[src/rtl/jt49_nch_pkg.sv]
// jt49_nch_pkg: shared constants for the jt49_nch sound generator.
// Holds the register offsets, envelope shape bit positions, the envelope
// FSM state encodings, the LFSR reset value and the log-to-linear table.
package jt49_nch_pkg;

  // Per-channel register offsets (address bits [1:0] within a channel block)
  localparam logic [1:0] REG_PER_LO = 2'd0;
  localparam logic [1:0] REG_PER_HI = 2'd1;
  localparam logic [1:0] REG_LVL    = 2'd2;
  localparam logic [1:0] REG_DIS    = 2'd3;

  // Global register offsets (address bits [1:0] within the global block)
  localparam logic [1:0] REG_NOISE  = 2'd0;
  localparam logic [1:0] REG_ENV_LO = 2'd1;
  localparam logic [1:0] REG_ENV_HI = 2'd2;
  localparam logic [1:0] REG_SHAPE  = 2'd3;

  // Envelope shape bit positions
  localparam int SHAPE_CONT = 3;
  localparam int SHAPE_ATT  = 2;
  localparam int SHAPE_ALT  = 1;
  localparam int SHAPE_HOLD = 0;

  // Envelope FSM states
  localparam logic ENV_RUN  = 1'b0;
  localparam logic ENV_HOLD = 1'b1;

  // Noise LFSR value after reset
  localparam logic [16:0] LFSR_RST = 17'h1;

  // 5-bit logarithmic level to 8-bit linear amplitude
  function automatic logic [7:0] log_to_lin(input logic [4:0] lvl);
    logic [7:0] lin;
    case (lvl)
      5'd0:  lin = 8'h00;  5'd1:  lin = 8'h01;  5'd2:  lin = 8'h01;  5'd3:  lin = 8'h02;
      5'd4:  lin = 8'h02;  5'd5:  lin = 8'h03;  5'd6:  lin = 8'h03;  5'd7:  lin = 8'h04;
      5'd8:  lin = 8'h06;  5'd9:  lin = 8'h07;  5'd10: lin = 8'h09;  5'd11: lin = 8'h0a;
      5'd12: lin = 8'h0c;  5'd13: lin = 8'h0e;  5'd14: lin = 8'h11;  5'd15: lin = 8'h13;
      5'd16: lin = 8'h17;  5'd17: lin = 8'h1b;  5'd18: lin = 8'h20;  5'd19: lin = 8'h25;
      5'd20: lin = 8'h2c;  5'd21: lin = 8'h35;  5'd22: lin = 8'h3e;  5'd23: lin = 8'h47;
      5'd24: lin = 8'h54;  5'd25: lin = 8'h66;  5'd26: lin = 8'h77;  5'd27: lin = 8'h88;
      5'd28: lin = 8'ha1;  5'd29: lin = 8'hc0;  5'd30: lin = 8'he0;  default: lin = 8'hff;
    endcase
    return lin;
  endfunction

endpackage

[src/rtl/jt49_nch_chan.sv]
// jt49_nch_chan: one tone channel -- its four registers, the tone divider,
// the tone/noise gate, the level select and the registered linear output.
module jt49_nch_chan #(
  parameter int PERIOD_W = 12
) (
  input  logic       clk,
  input  logic       rst_n,
  input  logic       clk_en,
  input  logic       cen8,
  input  logic       wr,
  input  logic [1:0] fld,
  input  logic [7:0] din,
  input  logic       noise,
  input  logic [4:0] env,
  output logic [7:0] rd_data,
  output logic [7:0] chan_out
);
  import jt49_nch_pkg::*;

  logic [PERIOD_W-1:0] period_reg;
  logic [PERIOD_W-1:0] count_reg;
  logic [4:0]          lvl_reg;     // {env_sel, vol[3:0]}
  logic [1:0]          dis_reg;     // {noise_dis, tone_dis}
  logic                tone_reg;
  logic [PERIOD_W:0]   count_inc;
  logic [PERIOD_W:0]   period_eff;
  logic                tone_wrap;
  logic                gate;
  logic [4:0]          lvl_next;

  // Register writes; bits outside the field width are never stored
  always_ff @(posedge clk or negedge rst_n) begin
    if (!rst_n) begin
      period_reg <= '0;
      lvl_reg    <= '0;
      dis_reg    <= '0;
    end else if (wr) begin
      case (fld)
        REG_PER_LO: period_reg[7:0] <= din;
        REG_PER_HI: period_reg      <= PERIOD_W'({din, period_reg[7:0]});
        REG_LVL:    lvl_reg         <= din[4:0];
        default:    dis_reg         <= din[1:0];
      endcase
    end
  end

  // Read-back of the addressed field with unused bits forced to zero
  always_comb begin
    rd_data = 8'd0;
    case (fld)
      REG_PER_LO: rd_data = period_reg[7:0];
      REG_PER_HI: rd_data = 8'(period_reg >> 8);
      REG_LVL:    rd_data = {3'd0, lvl_reg};
      default:    rd_data = {6'd0, dis_reg};
    endcase
  end

  // A period of zero behaves as one; the >= compare also catches a period
  // lowered below the running count, which then wraps on the next strobe.
  assign count_inc  = {1'b0, count_reg} + (PERIOD_W+1)'(1);
  assign period_eff = (period_reg == '0) ? (PERIOD_W+1)'(1) : {1'b0, period_reg};
  assign tone_wrap  = count_inc >= period_eff;

  // Tone divider: count on each base strobe, toggle the tone bit on wrap
  always_ff @(posedge clk or negedge rst_n) begin
    if (!rst_n) begin
      count_reg <= '0;
      tone_reg  <= 1'b0;
    end else if (cen8) begin
      if (tone_wrap) begin
        count_reg <= '0;
        tone_reg  <= ~tone_reg;
      end else begin
        count_reg <= count_inc[PERIOD_W-1:0];
      end
    end
  end

  assign gate = (tone_reg | dis_reg[0]) & (noise | dis_reg[1]);

  // Level select: envelope or fixed volume (extended to 5 bits), muted by gate
  always_comb begin
    lvl_next = 5'd0;
    if (gate) lvl_next = lvl_reg[4] ? env : {lvl_reg[3:0], lvl_reg[3]};
  end

  // Linear output sampled on the input clock enable
  always_ff @(posedge clk or negedge rst_n) begin
    if (!rst_n)      chan_out <= 8'd0;
    else if (clk_en) chan_out <= log_to_lin(lvl_next);
  end

endmodule

[src/rtl/jt49_nch.sv]
// jt49_nch: multi-channel PSG-style tone generator with envelope and mixer.
// Optional noise generator enabled by defining JT49_NCH_NOISE_EN; without it
// noise reads as a constant 1 and the noise period register is absent.
module jt49_nch #(
  parameter  int CHANNELS = 3,
  parameter  int PERIOD_W = 12,
  localparam int AW       = $clog2(4*CHANNELS+4),
  localparam int SUM_W    = 8+$clog2(CHANNELS)
) (
  input  logic                  clk,
  input  logic                  rst_n,
  input  logic                  clk_en,
  input  logic                  sel,
  input  logic [AW-1:0]         addr,
  input  logic                  cs_n,
  input  logic                  wr_n,
  input  logic [7:0]            din,
  output logic [7:0]            dout,
  output logic [8*CHANNELS-1:0] chan_out,
  output logic [SUM_W-1:0]      sound
);
  import jt49_nch_pkg::*;

  logic [AW-3:0] blk;
  logic [1:0]    fld;
  logic          wr_en;
  logic          glb_sel;
  logic          glb_wr;
  logic [3:0]    pre_cnt_reg;
  logic          cen8;
  logic          noise;
  logic [15:0]   env_per_reg;
  logic [3:0]    shape_reg;
  logic [15:0]   env_cnt_reg;
  logic [16:0]   env_inc;
  logic [16:0]   env_per_eff;
  logic          env_tick;
  logic          env_restart;
  logic          env_state_reg;
  logic [4:0]    env_step_reg;
  logic          env_dir_reg;   // 1 = rising
  logic [4:0]    env_lvl;
  logic [7:0]    rd_ch [CHANNELS];
  logic [7:0]    rd_next;
  logic [SUM_W-1:0] sum_next;

  assign blk     = addr[AW-1:2];
  assign fld     = addr[1:0];
  assign wr_en   = !cs_n && !wr_n;
  assign glb_sel = blk == (AW-2)'(CHANNELS);
  assign glb_wr  = wr_en && glb_sel;

  // Base prescaler: eight clock enables per strobe, sixteen when sel is low
  always_ff @(posedge clk or negedge rst_n) begin
    if (!rst_n)      pre_cnt_reg <= 4'd0;
    else if (clk_en) pre_cnt_reg <= pre_cnt_reg + 4'd1;
  end

  assign cen8 = clk_en && (sel ? (&pre_cnt_reg[2:0]) : (&pre_cnt_reg));

  // Global envelope registers
  always_ff @(posedge clk or negedge rst_n) begin
    if (!rst_n) begin
      env_per_reg <= '0;
      shape_reg   <= '0;
    end else if (glb_wr) begin
      case (fld)
        REG_ENV_LO: env_per_reg[7:0]  <= din;
        REG_ENV_HI: env_per_reg[15:8] <= din;
        REG_SHAPE:  shape_reg         <= din[3:0];
        default: ;
      endcase
    end
  end

`ifdef JT49_NCH_NOISE_EN
  logic [4:0]  noise_per_reg;
  logic [4:0]  noise_cnt_reg;
  logic [16:0] lfsr_reg;
  logic [5:0]  noise_inc;
  logic [5:0]  noise_per_eff;

  // Noise period register
  always_ff @(posedge clk or negedge rst_n) begin
    if (!rst_n)                            noise_per_reg <= 5'd0;
    else if (glb_wr && fld == REG_NOISE)   noise_per_reg <= din[4:0];
  end

  assign noise_inc     = {1'b0, noise_cnt_reg} + 6'd1;
  assign noise_per_eff = (noise_per_reg == 5'd0) ? 6'd1 : {1'b0, noise_per_reg};

  // Noise divider and 17-bit LFSR (taps 17 and 14)
  always_ff @(posedge clk or negedge rst_n) begin
    if (!rst_n) begin
      noise_cnt_reg <= 5'd0;
      lfsr_reg      <= LFSR_RST;
    end else if (cen8) begin
      if (noise_inc >= noise_per_eff) begin
        noise_cnt_reg <= 5'd0;
        lfsr_reg      <= {lfsr_reg[0] ^ lfsr_reg[3], lfsr_reg[16:1]};
      end else begin
        noise_cnt_reg <= noise_inc[4:0];
      end
    end
  end

  assign noise = lfsr_reg[0];
`else
  assign noise = 1'b1;
`endif

  assign env_inc     = {1'b0, env_cnt_reg} + 17'd1;
  assign env_per_eff = (env_per_reg == 16'd0) ? 17'd1 : {1'b0, env_per_reg};
  assign env_tick    = cen8 && (env_inc >= env_per_eff);
  assign env_restart = glb_wr && fld == REG_SHAPE;

  // Envelope divider, cleared by a shape write
  always_ff @(posedge clk or negedge rst_n) begin
    if (!rst_n)           env_cnt_reg <= 16'd0;
    else if (env_restart) env_cnt_reg <= 16'd0;
    else if (cen8)        env_cnt_reg <= (env_inc >= env_per_eff) ? 16'd0 : env_inc[15:0];
  end

  // Envelope FSM. Held levels are encoded as step 31 (or 0) with a direction
  // so the output formula stays the same in both states.
  always_ff @(posedge clk or negedge rst_n) begin
    if (!rst_n) begin
      env_state_reg <= ENV_HOLD;
      env_step_reg  <= 5'd0;
      env_dir_reg   <= 1'b1;
    end else if (env_restart) begin
      env_state_reg <= ENV_RUN;
      env_step_reg  <= 5'd0;
      env_dir_reg   <= din[SHAPE_ATT];
    end else if (env_tick && env_state_reg == ENV_RUN) begin
      if (env_step_reg == 5'd31) begin
        if (!shape_reg[SHAPE_CONT]) begin
          env_state_reg <= ENV_HOLD;
          env_step_reg  <= 5'd0;
          env_dir_reg   <= 1'b1;
        end else if (shape_reg[SHAPE_HOLD]) begin
          env_state_reg <= ENV_HOLD;
          env_dir_reg   <= shape_reg[SHAPE_ALT] ? ~env_dir_reg : env_dir_reg;
        end else if (shape_reg[SHAPE_ALT]) begin
          env_step_reg  <= 5'd0;
          env_dir_reg   <= ~env_dir_reg;
        end else begin
          env_step_reg  <= 5'd0;
        end
      end else begin
        env_step_reg <= env_step_reg + 5'd1;
      end
    end
  end

  assign env_lvl = env_dir_reg ? env_step_reg : ~env_step_reg;

  // Channel instances, each owning a 4-register block
  for (genvar gi = 0; gi < CHANNELS; gi++) begin : g_chan
    logic ch_wr;
    assign ch_wr = wr_en && blk == (AW-2)'(gi);

    jt49_nch_chan #(.PERIOD_W(PERIOD_W)) u_chan (
      .clk      (clk),
      .rst_n    (rst_n),
      .clk_en   (clk_en),
      .cen8     (cen8),
      .wr       (ch_wr),
      .fld      (fld),
      .din      (din),
      .noise    (noise),
      .env      (env_lvl),
      .rd_data  (rd_ch[gi]),
      .chan_out (chan_out[8*gi +: 8])
    );
  end

  // Read mux across channel blocks and the global block; anything else is 0
  always_comb begin
    rd_next = 8'd0;
    for (int c = 0; c < CHANNELS; c++) begin
      if (blk == (AW-2)'(c)) rd_next = rd_ch[c];
    end
    if (glb_sel) begin
      case (fld)
`ifdef JT49_NCH_NOISE_EN
        REG_NOISE:  rd_next = {3'd0, noise_per_reg};
`else
        REG_NOISE:  rd_next = 8'd0;
`endif
        REG_ENV_LO: rd_next = env_per_reg[7:0];
        REG_ENV_HI: rd_next = env_per_reg[15:8];
        default:    rd_next = {4'd0, shape_reg};
      endcase
    end
  end

  // Registered read data, loaded whenever the chip is selected
  always_ff @(posedge clk or negedge rst_n) begin
    if (!rst_n)     dout <= 8'd0;
    else if (!cs_n) dout <= rd_next;
  end

  // Mixer: zero-extended sum of all channel outputs
  always_comb begin
    sum_next = '0;
    for (int c = 0; c < CHANNELS; c++) sum_next += SUM_W'(chan_out[8*c +: 8]);
  end

  // Mixed output sampled one clock enable after the channel outputs
  always_ff @(posedge clk or negedge rst_n) begin
    if (!rst_n)      sound <= '0;
    else if (clk_en) sound <= sum_next;
  end

endmodule
[config.mk]
export PLATFORM = sky130hd
export DESIGN_NAME = jt49_nch
export DESIGN_NICKNAME = d
export VERILOG_FILES = /design/src/rtl/jt49_nch_pkg.sv /design/src/rtl/jt49_nch_chan.sv /design/src/rtl/jt49_nch.sv
export SDC_FILE = /design/constraint.sdc
export NUM_CORES = 1
export LEC_CHECK = 0
export BUFFER_PORTS_ARGS = -buffer_cell sky130_fd_sc_hd__buf_4
export CAP_MARGIN = 25
export CORE_MARGIN = 3
export CORE_UTILIZATION = 42
export DETAILED_ROUTE_END_ITERATION = 7
export GPL_TIMING_DRIVEN = 0
export SETUP_SLACK_MARGIN = 0.2
export SYNTH_ARGS = -nofsm -noshare
export SYNTH_HDL_FRONTEND = slang
export SYNTH_HIERARCHICAL = 1
export SYNTH_SLANG_ARGS = --single-unit
[constraint.sdc]
create_clock -name clk -period 4.3 [get_ports clk]
set_input_delay 0.86 -clock clk [delete_from_list [all_inputs] [get_ports clk]]
set_output_delay 0.86 -clock clk [all_outputs]
set_load 0.05 [all_outputs]
# [Word level (Yosys, flattened, before mapping)]
# Memories as Yosys holds them, arrays and structs flattened. A register that Yosys moved wholly into a read port is not among the register bits.
# Cells that the tools add are included.
[op_classes] n_addsub=8 magnitude_cmp=4 eq_ne=10 muxes=41 bitwise=10 reduce_logical=47
[ops] operator="one-hot mux 8 bit (3 select lines)" n=4
[ops] operator="2-to-1 mux 12 bit" n=6
[ops] operator="2-to-1 mux 16 bit" n=4
[ops] operator="2-to-1 mux 5 bit" n=12
[ops] operator="adder 12 x 1 -> 13 bit (second input constant)" n=3
[ops] operator=">= comparator 13 bit" n=3
[ops] operator="AND reduction 2 bit" n=19
[ops] operator="logical NOT 12 bit" n=3
[ops] operator="2-to-1 mux 8 bit" n=4
[ops] operator="adder 16 x 1 -> 17 bit (second input constant)" n=1
[ops] operator=">= comparator 17 x 16 -> 1 bit" n=1
[ops] operator="logical NOT 16 bit" n=1
[ops] operator="2-to-1 mux 1 bit" n=11
[ops] operator="adder 9 x 8 -> 10 bit" n=1
[ops] operator="adder 8 x 8 -> 9 bit" n=1
[ops] operator="logical AND 1 bit" n=9
[ops] operator="AND reduction 3 bit" n=3
[ops] operator="== test 2 bit (second input constant)" n=4
[ops] operator="!= test 3 x 2 -> 1 bit (second input constant)" n=2
[ops] operator="inverter 1 bit" n=6
[ops] operator="nonzero test 2 bit" n=3
[ops] operator="adder 5 x 1 -> 5 bit (second input constant)" n=1
[ops] operator="== test 5 bit (second input constant)" n=1
[ops] operator="logical NOT 1 bit" n=5
[ops] operator="8 further kinds" n=12
[totals] regBits=161 mem_bits_ro=768 input_bits=18 elab_cells=151 n_memories=3
[mem_list] name="(no name shown)" words=32 word_bits=8 read_ports=1 rd_clocked_by_memory_dff=1 write_ports=0 line_no="jt49_nch_pkg.sv:34" source="case (lvl)"
[mem_list] name="(no name shown)" words=32 word_bits=8 read_ports=1 rd_clocked_by_memory_dff=1 write_ports=0 line_no="jt49_nch_pkg.sv:34"
[mem_list] name="(no name shown)" words=32 word_bits=8 read_ports=1 rd_clocked_by_memory_dff=1 write_ports=0 line_no="jt49_nch_pkg.sv:34"

# [Depth between registers and ports, before layout]
# Gate-level depths: netlist (run 1).
[logic_depth] word_depth=7 ltp_mapped=14 ltp_nobuf=14

# [Hierarchy]
# Netlist (run 1), hierarchy kept.
[by_module_without_submodules] module="jt49_nch_chan at g_chan[0].u_chan ..." n_inst=2 cells_each=291 area_per_inst_um2=2727.6 seq_area_each_um2=1001.0
[by_module_without_submodules] module="jt49_nch" n_inst=1 cells_each=400 area_per_inst_um2=4187.8 seq_area_each_um2=1629.1
[by_module_without_submodules] module="jt49_nch_chan at g_chan[2].u_chan" n_inst=1 cells_each=287 area_per_inst_um2=2741.4 seq_area_each_um2=1001.0

# [Worst setup path before layout (run 1)]
# OpenSTA, ideal clock, no wires.
[synth_timing] path_type="reg2reg" startpoint="reg env_cnt_reg[2]" endpoint="reg env_cnt_reg[2]" setup_ns=0.064 arrival_time_ns=2.911 required_time_ns=4.236 setup_slack_ns=1.325 stages_incl_launch_ff=15 cell_sequence="dfrtp_1 -> and2_1 -> nand4_1 -> nor2_1 -> and2_1 -> nand3_1 -> xnor2_1 -> ha_1 -> nand4_1 -> nor2_1 -> a41oi_1 -> o2111ai_2 -> or3_4 -> nor3b_1 -> a21o_1"
[synth_between] elab_chain_cells=5
[synth_lines] element="start: declaration" line_no="jt49_nch.sv:34" source="logic [15:0] env_cnt_reg;"
[synth_lines] element="start signal: assignment" line_no="jt49_nch.sv:121" source="else if (cen8) env_cnt_reg <= (env_inc >= env_per_eff) ? 16'd0 : env_inc[15:0];"
[synth_lines] element="adder 16 x 1 -> 17 bit *" line_no="jt49_nch.sv:112" source="assign env_inc = {1'b0, env_cnt_reg} + 17'd1;"
[synth_lines] element=">= comparator 17 x 16 -> 1 bit" line_no="jt49_nch.sv:121"
[synth_lines] element="2-to-1 mux 16 bit * (2 in a row)" line_no="jt49_nch.sv:121"
[synth_lines] element="2-to-1 mux 16 bit *" line_no="jt49_nch.sv:120" source="else if (env_restart) env_cnt_reg <= 16'd0;"
# Every way passes the cells marked *; elsewhere a longest branch is shown, timed or not. The select of a mux whose other input is x is not followed.
# A chain may end at the register's enable or synchronous reset.

# [Final worst setup path (run 1)]
[layout_timing] startpoint="reg env_cnt_reg[2]" endpoint="reg env_cnt_reg[14]"
# Same word-level chain as after synthesis.

==> results of run 1 <==
-- synth_stat cells, types with 13 or more instances --
library cell,number,area share [%]
nand2_1,127,3.8
nand3_1,53,2.1
ha_1,85,8.6
o31ai_1,14,0.85
mux2_2,82,7.5
nor2b_1,23,1.2
o21ai_0,62,2.5
o22ai_1,18,0.91
inv_1,102,3.1
a21oi_1,44,1.8
nor3_1,30,1.2
clkbuf_1,25,0.76
a31oi_1,13,0.66
nand4_1,22,1.1
xnor2_1,35,2.5
xor2_1,18,1.3
mux2i_1,33,2.7
dfrtp_1,183,37
and3_1,13,0.66
nor4_1,13,0.66
nor2_1,60,1.8
-- through the flow --
| stage | power (mW) | hold WS, ps |
|---|---|---|
| final | 7.068 | 348.5 |
| after global routing | 7.569 | 396.1 |
| after CTS | 7.116 | 379.1 |
| after detailed placement | 5.438 | 472.3 |
| after global placement | 5.383 | 464.0 |
| after floorplan | 4.580 | 445.4 |
-- cell type report --
| class | instances | share of cell area [%] |
|---|---|---|
| multi-input combinational | 946 | 51.55 |
| clock buffer | 17 | 3.046 |
| timing repair buffer | 59 | 3.368 |
| buffer | 38 | 1.254 |
| sequential | 185 | 33.16 |
| tap | 384 | 3.440 |
| clock inverter | 15 | 1.317 |
| inverter | 106 | 2.867 |
-- worst max-delay path, cell delays in order (launching register included) --
cell       delay [ps]
dfrtp_1           440
and2_1            190
nand4_1           160
nor2_1            290
and2_1            270
nand3_1           120
xnor2_1           240
ha_1              310
nand4_1           110
nor2_1             60
a41oi_1           220
o2111ai_2         270
nor3_4            360
buf_4             250
a22o_1            150
-- final timing paths --
kind                                     start                             end  slack (ps)  depth (start not counted)
worst max-delay path            env_cnt_reg[2]                 env_cnt_reg[14]         800                         14
worst min-delay path                     rst_n                        sound[7]         350                          1
worst max register to register  env_cnt_reg[2]                 env_cnt_reg[14]         800                         14
worst min register to register  pre_cnt_reg[3]                  pre_cnt_reg[3]         480                          1
max in group asynchronous                rst_n  g_chan[2].u_chan/period_reg[0]        2910                          2
min in group clk                pre_cnt_reg[3]                  pre_cnt_reg[3]         480                          1
-- metal layers --
metal  vias up  share of wire [%]  track usage, %
li1       4799                  -               -
met1      4842                 49           29.44
met2       174                 46           32.05
met3        27                3.2           2.888
met4         0                1.1           4.221
met5         -                  0               0
-- where the power goes --
| group | internal, mW | switching (mW) |
|---|---|---|
| Sequential | 2.11 | 0.416 |
| Clock | 0.882 | 0.771 |
| Combinational | 1.16 | 1.72 |
| Total | 4.16 | 2.91 |
-- kinds of logic (layout without fill, tap and decap cells) --
logic type               Yosys count  count (layout)  synth area share (%)
AND/OR/NAND/NOR                  385             385                 15.35
AO/OA/AOI/OAI                    275             275                 15.73
flip-flops                       185             185                 37.40
buffers and inverters            144             235                 4.647
multiplexers                     132             132                 13.05
adder cells (fa/ha/maj)           94              94                 10.04
XOR/XNOR                          53              53                 3.748
other                              1               7               0.03028
==> impl_metrics.tcl, run 1 <==
set metrics [dict create \
    first_pass_iters 5 \
    post_cts_resized 0 \
    ys.flop_type "dfrtp_1" \
    dp_hpwl_um 23110 \
    drt-total-wl_um 31130 \
    start_util_pct 42.92 \
    finish.utilization_pct 48.40 \
    finClkSkew_ps 14.36 \
    vias 9842 \
    crit_path_end_kind "flop" \
    maxCapViolations 0 \
    postRouteAntennaNets 0 \
    design_area_um2 13970 \
    die-area_um2 31580 \
    grt_pass1_vias 9448 \
    port_buffers 58 \
    overflow 0 \
    cts_setup_buffers 0 \
    grt_pass1_wl_um 50770 \
    mostFrequentLayoutCells "dfrtp_1, nand2_1, inv_1, ha_1, mux2_2" \
    critPathMaxFanout 10 \
    netlist_area_um2 12380 \
    cts_tree "done" \
    relSlewSlack_pct 23.46 \
    ys_ff_latch 185 \
    setup_ws_ps 801.9 \
    path_class "flop to flop" \
    p_leak_nw 6.201 \
    netlist_instances 1269 \
    synth-async-reset-ratio_pct 100.0 \
    nets 1465 \
    areaGrowthSynthToFinish_pct 12.78 \
    grt_setup_unrepaired "no" \
    hold_buffers 0 \
    clk_pin_slew_worst_paths_ps 80 \
    final.setup.tns_ps 0 \
    io_pins 60 \
    ys_warn_count 6 \
    antennaDiodeCount 0 \
    ctsRootBufferMaster "clkbuf_16" \
    core_area_um2 28860 \
    start_kind "flop" \
    placed_cell_area_um2 13360 \
    setup_viol 0 \
    final_common_cell "dfrtp_1" \
    postSynthAreaPerCell_um2 9.759 \
    status "finished clean" \
    htree_levels 4 \
    die_w_um 177.7 \
    grt.total_usage_pct 20.19 \
    final_cells 1750 \
    fin_crit_sh_pct 81.35 \
    hold_violations 0 \
    clock_path_buffers 2 \
    worstPathRequired_ps 4680 \
    drt-vias-per-instance 5.624 \
    antenna_found_initial 0 \
    place_inst 1718 \
    layout-drive-gt1-share_pct 16.91 \
    ys_seq_area_share_pct 37.40 \
    multi_input_area_um2 7199 \
    die_y_um 177.7 \
    layout_min_cycle_time_ps 3498 \
    slew_viol_final 0 \
    cts_sinks 185 \
    routabilityCongestion 0.8666 \
    rows 62 \
    irDropWorstVdd_uv 333.6 \
    insertion_delay_ps 440 \
    dp_worst_setup_slack_ps 821.8 \
    ys_types 83 \
    grt_max_degree 119 \
    powerDensity_nw_per_um2 506.1 \
    cts_buffers 17 \
    first_iter_violations 672 \
    worstMarginPinSlew_ps 1138 \
    hp-class "input pin to async pin" \
    regArea_um2 4632 \
    max_freq_mhz 285.9 \
    synth_edf_count 0 \
    fillers 2780 \
    arrival_ps 3880 \
    wl_per_cell_um 17.79 \
    drc 0 \
]
No activity file was read; power rests on OpenSTA's default activity.
==> run 2, diff against run 1 <==
clock period = 3.4 ns   (was 4.3 ns; I/O delays follow)
==> run 2 against run 1 <==
  * First-iteration DRC count is 4.9% lower
  * Final cell count is 1.0% higher
  * Sequential power is 26% higher
  * Utilization is 1.2 points higher
  * Via count is 0.87% higher
  * Clock power is 27% higher
  * Total power is 28% higher
  * Critical endpoint is now env_cnt_reg[13]
==> impl_metrics.tcl, run 2 (synthesis results as in run 1) <==
set metrics [dict create \
    slew_viol_final 0 \
    irDropWorstVdd_uv 423.1 \
    hold_buffers 0 \
    layout-drive-gt1-share_pct 20.30 \
    start_util_pct 42.92 \
    clock_path_buffers 2 \
    first_pass_iters 5 \
    grt_max_degree 119 \
    rows 62 \
    postRouteAntennaNets 0 \
    cp_slowest_stage_delay_ps 430 \
    start_kind "flop" \
    antenna_found_initial 0 \
    arrival_ps 3440 \
    switchingPower_mw 3.730 \
    hp-class "input pin to async pin" \
    maxCapViolations 0 \
    areaGrowthSynthToFinish_pct 15.53 \
    overflow 0 \
    path_buf_inv 2 \
    grt_pass1_vias 9556 \
    max_freq_mhz 325.0 \
    grt_pass1_wl_um 51290 \
    finClkSkew_ps 11.93 \
    insertion_delay_ps 440 \
    powerDensity_nw_per_um2 632.6 \
    first_iter_violations 639 \
    holdWs_ps 177.6 \
    cts_sinks 185 \
    dp_hpwl_um 23110 \
    critPathMostFrequentCell "buf_6" \
    path_class "flop to flop" \
    hold_violations 0 \
    grt_setup_unrepaired "yes" \
    reg2reg_depth 15 \
    vias 9928 \
    final_common_cell "dfrtp_1" \
    setup_viol 0 \
    io_pins 60 \
    drt-total-wl_um 31640 \
    cpMaxStageDelayCell "dfrtp_2" \
    drc 0 \
    antennaDiodeCount 0 \
    nets 1483 \
    grt.total_usage_pct 20.40 \
    mostFrequentLayoutCells "dfrtp_1, nand2_1, inv_1, ha_1, mux2_2" \
    relSlewSlack_pct 33.70 \
    path_cells "ha_4 -> nand4_1 -> nor2_2 -> nand3_1 -> xnor2_2 -> ha_1 -> and3_4 -> and2_4 -> a221oi_4 -> o2111ai_4 -> buf_6 -> nor3_4 -> buf_6 -> nand2b_1 -> a31oi_1" \
    worstMarginPinSlew_ps 987.5 \
    clock_power_share_pct 23.1 \
    ctsRootBufferMaster "clkbuf_16" \
    p_sw_share_pct 41.21 \
    critPathMaxFanout 8 \
    core_area_um2 28860 \
    die_w_um 177.7 \
    regArea_um2 4634 \
    p_leak_nw 6.331 \
    crit_family "simple AND/OR/NAND/NOR gates" \
    die_y_um 177.7 \
    port_buffers 58 \
    layout_min_cycle_time_ps 3077 \
    routabilityCongestion 0.8666 \
    worstPathRequired_ps 3760 \
    multi_input_area_um2 7387 \
    fin_crit_sh_pct 90.51 \
    drt-vias-per-instance 5.615 \
    status "finished clean" \
    crit_path_end_kind "flop" \
    cts_buffers 17 \
    final.setup.tns_ps 0 \
    worst-path-stages 15 \
    internal_power_mw 5.321 \
    cts_tree "done" \
    clk_pin_slew_worst_paths_ps 80 \
    htree_levels 4 \
    sequentialPowerShare_pct 35.3 \
    power_frac_comb_pct 41.5 \
    fillers 2744 \
    die-area_um2 31580 \
    wl_per_cell_um 17.90 \
]
-- run 2: cell types whose count changed in the layout (fill, tap and decap cells not counted), sizes merged --
cell and change:
buf +19, clkbuf -1, clkinvlp +1, inv -1
-- run 2: final cells by class --
| cell class | count | area share, % |
|---|---|---|
| multi-input cells | 946 | 51.63 |
| flip-flops and latches | 185 | 32.39 |
| repair buffers | 78 | 4.338 |
| well taps | 384 | 3.358 |
| clock buffers | 17 | 2.973 |
| inverters | 106 | 2.825 |
| clock inverters | 15 | 1.286 |
| plain buffers | 37 | 1.198 |
-- run 2: per-stage QoR --
stage | power [mW] | area, µm² | instances | worst slack, ps | util (%)
2_1_floorplan | 5.792 | 12410 | 1275 | 425.4 | -
3_3_place_gp | 6.808 | 13320 | 1717 | -18.34 | 46.17
3_5_place_dp | 6.877 | 13360 | 1718 | -78.16 | 46.29
4_1_cts | 9.050 | 14120 | 1758 | 210.1 | 48.95
5_1_grt | 9.685 | 14310 | 1768 | 129.8 | 49.58
6_report | 9.051 | 14310 | 1768 | 322.6 | 49.58
-- run 2: path summary, 6_finish.rpt --
kind,endpoint,from,slack [ps]
max,env_cnt_reg[13],env_cnt_reg[0],320
min,sound[7],rst_n,180
max reg2reg,env_cnt_reg[13],env_cnt_reg[0],320
min reg2reg,pre_cnt_reg[3],pre_cnt_reg[3],480
max in group asynchronous,g_chan[2].u_chan/count_reg[9],rst_n,2230
min in group clk,pre_cnt_reg[3],pre_cnt_reg[3],480
-- run 2: per-layer routing --
metal / up-vias / GRT usage, % / routed length, µm
li1: 4830 / - / -
met5: - / 0 / 0
met2: 179 / 32.60 / 14850
met3: 29 / 2.888 / 1056
met4: 0 / 4.221 / 372
met1: 4890 / 29.57 / 15360
-- run 2: repair_timing --
item                                    in CTS  in global routing
buffers inserted                             8                 11
pin swaps                                    7                 20
resized for setup                           17                 22
endpoints found under the setup margin      40                 59
-- run 2: power by group through the flow --
stage,sequential [mW],clock (mW),combinational (mW)
final,3.20,2.09,3.76
after global routing,3.27,2.23,4.19
after floorplan,3.49,0,2.30
after CTS,3.19,2.14,3.71
after detailed placement,3.24,0,3.64
after global placement,3.23,0,3.58
